<file path="config.mk">
export PLATFORM = sky130hd
export DESIGN_NAME = uart_cmd_parser
export DESIGN_NICKNAME = d
export VERILOG_FILES = /design/src/rtl/uart_cmd_parser_pkg.sv /design/src/rtl/uart_cmd_timeout.sv /design/src/rtl/uart_cmd_parser.sv
export SDC_FILE = /design/constraint.sdc
export NUM_CORES = 1
export LEC_CHECK = 0
export ABC_AREA = 1
export BUFFER_PORTS_ARGS = -buffer_cell sky130_fd_sc_hd__buf_2
export CAP_MARGIN = 20
export CORE_UTILIZATION = 51
export CTS_CLUSTER_DIAMETER = 30
export DETAILED_ROUTE_END_ITERATION = 12
export PLACE_DENSITY = 0.82
export SYNTH_ARGS = -nofsm -noshare
export SYNTH_HDL_FRONTEND = slang
export SYNTH_HIERARCHICAL = 1
export SYNTH_SLANG_ARGS = --single-unit
</file>
<file path="constraint.sdc">
create_clock -name clk -period 2.8 [get_ports clk]
set_clock_uncertainty 0.05 [all_clocks]
set_input_delay 0.28 -clock clk [delete_from_list [all_inputs] [get_ports clk]]
set_output_delay 0.28 -clock clk [all_outputs]
set_load 0.01 [all_outputs]
</file>
<file path="src/rtl/uart_cmd_parser_pkg.sv">
`default_nettype none
// ============================================================================
//  Module      : uart_cmd_parser_pkg
//  Description : Shared framing constants, error codes and parser state
//                encoding for the UART command parser.
//  Revision    : 1.0  initial release
// ============================================================================
package uart_cmd_parser_pkg;

  // Frame delimiters
  localparam logic [7:0] c_HEADER = 8'hAA;
  localparam logic [7:0] c_TAIL   = 8'h55;

  // Error codes reported on err_code
  localparam logic [2:0] c_ERR_NONE    = 3'd0;
  localparam logic [2:0] c_ERR_BAD_LEN = 3'd1;
  localparam logic [2:0] c_ERR_BAD_CHK = 3'd2;
  localparam logic [2:0] c_ERR_BAD_TAIL = 3'd3;
  localparam logic [2:0] c_ERR_TIMEOUT = 3'd4;

  // Parser states: each names the field the next byte is expected to be
  typedef enum logic [2:0] {
    ST_IDLE = 3'd0,
    ST_OP   = 3'd1,
    ST_LEN  = 3'd2,
    ST_DATA = 3'd3,
    ST_CHK  = 3'd4,
    ST_TAIL = 3'd5
  } state_t;

endpackage
`default_nettype wire

</file>
<file path="src/rtl/uart_cmd_timeout.sv">
`default_nettype none
// ============================================================================
//  Module      : uart_cmd_timeout
//  Description : Inter-byte silence watchdog. Loadable down-counter that is
//                reloaded on every received byte and emits a one-cycle
//                expire indication once TIMEOUT_CLKS cycles of silence have
//                elapsed since the last load.
//  Revision    : 1.0  initial release
//
//  Ports
//    clk       in   system clock
//    rst       in   synchronous reset, active-high
//    i_load    in   byte strobe; restarts the silence window
//    i_en      in   count enable (parser is inside a frame)
//    o_expire  out  combinational; high in the last cycle of the window
// ============================================================================
module uart_cmd_timeout #(
  parameter int TIMEOUT_CLKS = 17360   // must be >= 2
) (
  input  logic clk,
  input  logic rst,
  input  logic i_load,
  input  logic i_en,
  output logic o_expire
);

  localparam int CNT_W = (TIMEOUT_CLKS > 2) ? $clog2(TIMEOUT_CLKS) : 1;
  // The load cycle itself is cycle 0 of the window, so after the load the
  // counter sits at TIMEOUT_CLKS-2 and reaches zero in cycle TIMEOUT_CLKS-1
  // counted from the strobe. The parser registers the error one cycle
  // later, i.e. TIMEOUT_CLKS cycles after the last byte.
  localparam logic [CNT_W-1:0] c_LOAD = CNT_W'(TIMEOUT_CLKS - 2);

  logic [CNT_W-1:0] r_cnt;

  always_ff @(posedge clk) begin
    if (rst) begin
      r_cnt <= '0;
    end else if (i_load) begin
      r_cnt <= c_LOAD;
    end else if (i_en && (r_cnt != '0)) begin
      r_cnt <= r_cnt - CNT_W'(1);
    end
  end

  // A byte arriving on the limit cycle wins over the expiry
  assign o_expire = i_en && !i_load && (r_cnt == '0);

endmodule
`default_nettype wire

</file>
<file path="src/rtl/uart_cmd_parser.sv">
`default_nettype none
// ============================================================================
//  Module      : uart_cmd_parser
//  Description : Assembles framed commands (AA OP LEN payload CHK 55) from a
//                UART byte stream, verifies them and publishes good frames
//                as a single pulse; drops bad or stalled frames with an
//                error pulse and reason code.
//  Revision    : 1.0  initial release
//
//  Ports
//    clk          in   system clock
//    rst          in   synchronous reset, active-high
//    in_data      in   received byte, qualified by in_flag
//    in_flag      in   one-cycle byte-valid strobe
//    cmd_valid    out  one-cycle pulse, verified frame published
//    cmd_op       out  opcode of last good frame
//    cmd_len      out  payload length of last good frame
//    cmd_payload  out  payload, byte i at [8i+7:8i], unused bytes zero
//    err_pulse    out  one-cycle pulse, frame dropped
//    err_code     out  reason for last error
// ============================================================================
module uart_cmd_parser
  import uart_cmd_parser_pkg::*;
#(
  parameter int CLK_FREQ      = 50_000_000,
  parameter int UART_BPS      = 115200,
  parameter int MAX_LEN       = 4,
  parameter int TIMEOUT_BYTES = 4
) (
  input  logic                 clk,
  input  logic                 rst,
  input  logic [7:0]           in_data,
  input  logic                 in_flag,
  output logic                 cmd_valid,
  output logic [7:0]           cmd_op,
  output logic [3:0]           cmd_len,
  output logic [8*MAX_LEN-1:0] cmd_payload,
  output logic                 err_pulse,
  output logic [2:0]           err_code
);

  localparam int TIMEOUT_CLKS = (CLK_FREQ / UART_BPS) * 10 * TIMEOUT_BYTES;

  state_t               r_state;
  state_t               w_state_nxt;
  logic [7:0]           r_sum;
  logic [7:0]           r_op;
  logic [3:0]           r_len;
  logic [3:0]           r_idx;
  logic [7:0]           r_buf [MAX_LEN];
  logic [8*MAX_LEN-1:0] w_payload;
  logic                 w_publish;
  logic                 w_err;
  logic [2:0]           w_err_code;
  logic                 w_expire;

  uart_cmd_timeout #(
    .TIMEOUT_CLKS(TIMEOUT_CLKS)
  ) u_timeout (
    .clk      (clk),
    .rst      (rst),
    .i_load   (in_flag),
    .i_en     (r_state != ST_IDLE),
    .o_expire (w_expire)
  );

  // Buffer slots beyond the frame length may hold bytes of an older frame
  for (genvar gi = 0; gi < MAX_LEN; gi++) begin : g_payload
    assign w_payload[8*gi +: 8] = (4'(gi) < r_len) ? r_buf[gi] : 8'h00;
  end

  always_ff @(posedge clk) begin
    if (rst) begin
      r_state <= ST_IDLE;
    end else begin
      r_state <= w_state_nxt;
    end
  end

  always_comb begin
    w_state_nxt = r_state;
    w_publish   = 1'b0;
    w_err       = 1'b0;
    w_err_code  = c_ERR_NONE;
    if (in_flag) begin
      case (r_state)
        ST_IDLE: if (in_data == c_HEADER) w_state_nxt = ST_OP;
        ST_OP:   w_state_nxt = ST_LEN;
        ST_LEN: begin
          if (in_data > 8'(MAX_LEN)) begin
            w_err       = 1'b1;
            w_err_code  = c_ERR_BAD_LEN;
            w_state_nxt = ST_IDLE;
          end else if (in_data == 8'h00) begin
            w_state_nxt = ST_CHK;
          end else begin
            w_state_nxt = ST_DATA;
          end
        end
        ST_DATA: if (r_idx == r_len - 4'd1) w_state_nxt = ST_CHK;
        ST_CHK: begin
          if (in_data != r_sum) begin
            w_err       = 1'b1;
            w_err_code  = c_ERR_BAD_CHK;
            w_state_nxt = ST_IDLE;
          end else begin
            w_state_nxt = ST_TAIL;
          end
        end
        ST_TAIL: begin
          w_state_nxt = ST_IDLE;
          if (in_data == c_TAIL) begin
            w_publish = 1'b1;
          end else begin
            w_err      = 1'b1;
            w_err_code = c_ERR_BAD_TAIL;
          end
        end
        default: w_state_nxt = ST_IDLE;
      endcase
    end else if (w_expire) begin
      w_err       = 1'b1;
      w_err_code  = c_ERR_TIMEOUT;
      w_state_nxt = ST_IDLE;
    end
  end

  always_ff @(posedge clk) begin
    if (rst) begin
      r_sum       <= 8'h00;
      r_op        <= 8'h00;
      r_len       <= 4'd0;
      r_idx       <= 4'd0;
      for (int i = 0; i < MAX_LEN; i++) r_buf[i] <= 8'h00;
      cmd_valid   <= 1'b0;
      cmd_op      <= 8'h00;
      cmd_len     <= 4'd0;
      cmd_payload <= '0;
      err_pulse   <= 1'b0;
      err_code    <= c_ERR_NONE;
    end else begin
      cmd_valid <= w_publish;
      err_pulse <= w_err;
      if (w_err) err_code <= w_err_code;
      if (w_publish) begin
        cmd_op      <= r_op;
        cmd_len     <= r_len;
        cmd_payload <= w_payload;
      end
      if (in_flag) begin
        case (r_state)
          ST_IDLE: if (in_data == c_HEADER) r_sum <= 8'h00;
          ST_OP: begin
            r_op  <= in_data;
            r_sum <= r_sum + in_data;
          end
          ST_LEN: begin
            r_len <= in_data[3:0];
            r_sum <= r_sum + in_data;
            r_idx <= 4'd0;
          end
          ST_DATA: begin
            for (int i = 0; i < MAX_LEN; i++) begin
              if (r_idx == 4'(i)) r_buf[i] <= in_data;
            end
            r_sum <= r_sum + in_data;
            r_idx <= r_idx + 4'd1;
          end
          default: ;
        endcase
      end
    end
  end

endmodule
`default_nettype wire
</file>
==> flow_summary_export.csv <==
group,metric,value,unit
detailed_routing,dr.first_iter.drc_count,373,
worst_hold_path,min_path_type,"in -> reg",
timing,finalSetupViolCount,0,
placement,dp.cells,914,
setup_path,critical_path_required,3.05,ns
synth,syn_nets,762,
synth,synthDominantCellAreaShare,0.3165,
clocking,cts_resized,0,
synth,yosys_warnings,6,
cells_and_area,instances_no_fill,946,
clocking,htreeDepth,4,
status,status,"finished clean",
setup_path,regToRegSetupSlack,0.68,ns
detailed_routing,vias,4908,
die,start_util,0.5264,
timing,finalCritPeriodShare,0.7582,
timing,setup_tns,0,ns
timing,hold_viol,0,
global_routing,grt.overflow.total,0,
clocking,cts.sinks,123,
cells_and_area,diodes,0,
synth,postSynthCellCount,733,
setup_path,path_class,"reg -> reg",
die,core.rowCount,38,
setup_path,crit_arrival,2.38,ns
die,die_area,0.01172,sq mm
synth,ys_types,41,
synth,synth_top_area_cell,"dfxtp_1",
global_routing,grt_max_degree,43,
placement,routabilityCongestion,0.9246,
timing,max_freq,0.4710,GHz
die,die_h,108.2,um
power_and_ir_drop,total_leakage_power,3.296,nW
placement,port_buffers,59,
synth,yosysSeqAreaShare,0.4834,
clocking,cts_buffers,17,
synth,netlist_area,0.005757,sq mm
global_routing,grt_first_pass_wirelength,21.43,mm
synth,synth_seq_cells,123,
timing,tightest_slew,0.6898,ns
timing,max-slew-margin-rel,0.5373,
setup_path,cp-start-kind,"register",
clocking,cts_setup_buffers,0,
cells_and_area,drive_above_1_share,0.1526,
setup_path,end_kind,"register",
timing,rsz0062_at_grt,"no",
detailed_routing,drc,0,
synth,postSynthAreaPerCell,7.854,sq um
cells_and_area,syn_to_final_growth,16.93,%
detailed_routing,ant_nets,0,
power_and_ir_drop,powerDensity,669.0,mW/mm^2
die,die_w,108.2,um
detailed_routing,drt-total-wl,12.92,mm
global_routing,antenna_found_initial,0,
clocking,clk_latency,0.42,ns
die,io_pins,60,
global_routing,grt_pass1_vias,4557,
synth,ys_top_cells_by_area,"dfxtp_1, edfxtp_1, nand2_1",
clocking,clk_pin_slew,0.06,ns
clocking,cts_tree,"done",
clocking,cts_root_buf,"clkbuf_16",
flow_run,cap_violations,0,
timing,maxSlewViolCount,0,
clocking,holdBufCountCts,0,
detailed_routing,post_drt_wl_per_cell,13.66,um
detailed_routing,drtPass1Iterations,5,
power_and_ir_drop,ir_drop,0.4707,mV
detailed_routing,vias_per_cell,5.188,
setup_path,cp_max_fo,8,
clocking,cts.path.max_buffers,2,
cells_and_area,final_nets,822,
timing,fin_crit,2.123,ns
die,core,0.01094,sq mm
global_routing,grt.total_usage,0.2376,
placement,dpl.hpwl,8.575,mm
## cell type report
type,instances,area [sq um]
inverter,74,277.8
sequential,123,2783
clock buffer,17,425.4
multi-input combinational,514,2557
timing repair buffer,63,325.3
fill,958,4204
clock inverter,15,187.7
tap,140,175.2
## power by group
part           internal, mW  total [mW]  switching, mW
Clock                  1.42        2.28          0.860
Sequential             1.86        1.89         0.0276
Combinational         0.101       0.337          0.236
## worst paths after layout
check	start	to	cells past startpoint
worst max-delay path	r_state[1]$_SDFFE_PP0P_	r_state[2]$_SDFFE_PP0P_	11
worst min-delay path	in_flag	err_code[0]$_SDFFE_PP0P_	3
worst max register to register	r_state[1]$_SDFFE_PP0P_	r_state[2]$_SDFFE_PP0P_	11
worst min register to register	r_buf[0][2]$_SDFFCE_PN0P_	cmd_payload[2]$_SDFFE_PP0P_	2
## flip-flops by register name (all words and copies together), names as in the netlist, 3 cells and up
register and flops:
r_sum 8, r_op 8, r_state 3, r_buf 32
err_code 3, r_len 4, cmd_op 8, cmd_payload 32
r_idx 4, u_timeout/r_cnt 15, cmd_len 4
## cells in the final DEF (no fill, tap or decap), types with 2 or more instances in the layout
cell | Yosys | final
edfxtp_1 | 32 | 32
nor2_2 | 3 | 3
inv_6 | 0 | 4
nand2_4 | 2 | 2
clkinv_4 | 0 | 3
inv_1 | 67 | 66
buf_4 | 1 | 4
nand2_1 | 163 | 163
nor4_1 | 2 | 2
o21ai_0 | 30 | 30
xnor2_1 | 3 | 3
dfxtp_1 | 91 | 91
nand3_1 | 100 | 100
nand4_1 | 8 | 8
or2_2 | 4 | 4
clkbuf_16 | 0 | 17
inv_2 | 6 | 6
xor2_1 | 8 | 8
clkinv_2 | 0 | 2
ha_1 | 17 | 17
nor2_1 | 102 | 102
nor3_1 | 4 | 4
a21oi_1 | 43 | 43
nor2_4 | 4 | 4
clkinvlp_4 | 0 | 2
clkinv_1 | 1 | 2
buf_2 | 5 | 59
nand2_2 | 4 | 4
o21ai_1 | 4 | 4
bufinv_16 | 0 | 3
## kinds of logic (layout without fill, tap and decap cells)
| group | Yosys count | in the layout | share of synthesized area |
|---|---|---|---|
| xor gates and xnor gates | 11 | 11 | 0.01674 |
| DFF | 123 | 123 | 0.4834 |
| and+or+nand+nor | 402 | 402 | 0.3117 |
| AOI/OAI and AO/OA | 83 | 83 | 0.07542 |
| buffers and inverters | 96 | 169 | 0.07237 |
| adders and majority gates | 18 | 18 | 0.04043 |
## through the flow
| stage | cell area, sq um | power [mW] | utilization | hold slack [ns] | worst slack [ns] |
|---|---|---|---|---|---|
| after global placement | 6118 | 2.255 | 0.5595 | 0.3943 | 0.7069 |
| after CTS | 6731 | 4.519 | 0.6156 | 0.1764 | 0.6989 |
| after floorplan | 5757 | 2.186 | - | 0.2991 | 1.044 |
| final | 6731 | 4.504 | 0.6156 | 0.1920 | 0.6770 |
| after global routing | 6731 | 4.667 | 0.6156 | 0.2039 | 0.4184 |
| after detailed placement | 6118 | 2.258 | 0.5595 | 0.4004 | 0.7083 |
## critical path, cell delays in order (launching register included)
cell	delay, ns
dfxtp_1	0.47
nor2_1	0.16
nand2_1	0.33
nand2_1	0.09
nor4_1	0.28
nand2_1	0.20
nand2_1	0.10
nand2_1	0.10
inv_1	0.09
nand2_1	0.05
nand2_1	0.05
nor2_1	0.03
## layer usage
layer,global-route usage,vias up,wire (um)
li1,-,2507,-
met1,0.2925,2225,5637
met2,0.4040,157,6276
met3,0.05666,19,816
met4,0.08513,0,187
met5,0,-,0
## cell usage after synthesis (all sizes together)
cell	number
nand2	170
nor2	110
nand3	101
dfxtp	91
inv	73
a21oi	43
o21ai	34
edfxtp	32
ha	17
buf	16
nand4	8
xor2	8
clkbuf	6
nor3	5
or2	4
xnor2	3
nor4	2
a211oi	1
a21boi	1
a31oi	1
and3	1
clkinv	1
fa	1
nand3b	1
o211ai	1
o21bai	1
o31ai	1
Note: power is estimated with default switching activity, not from simulation.
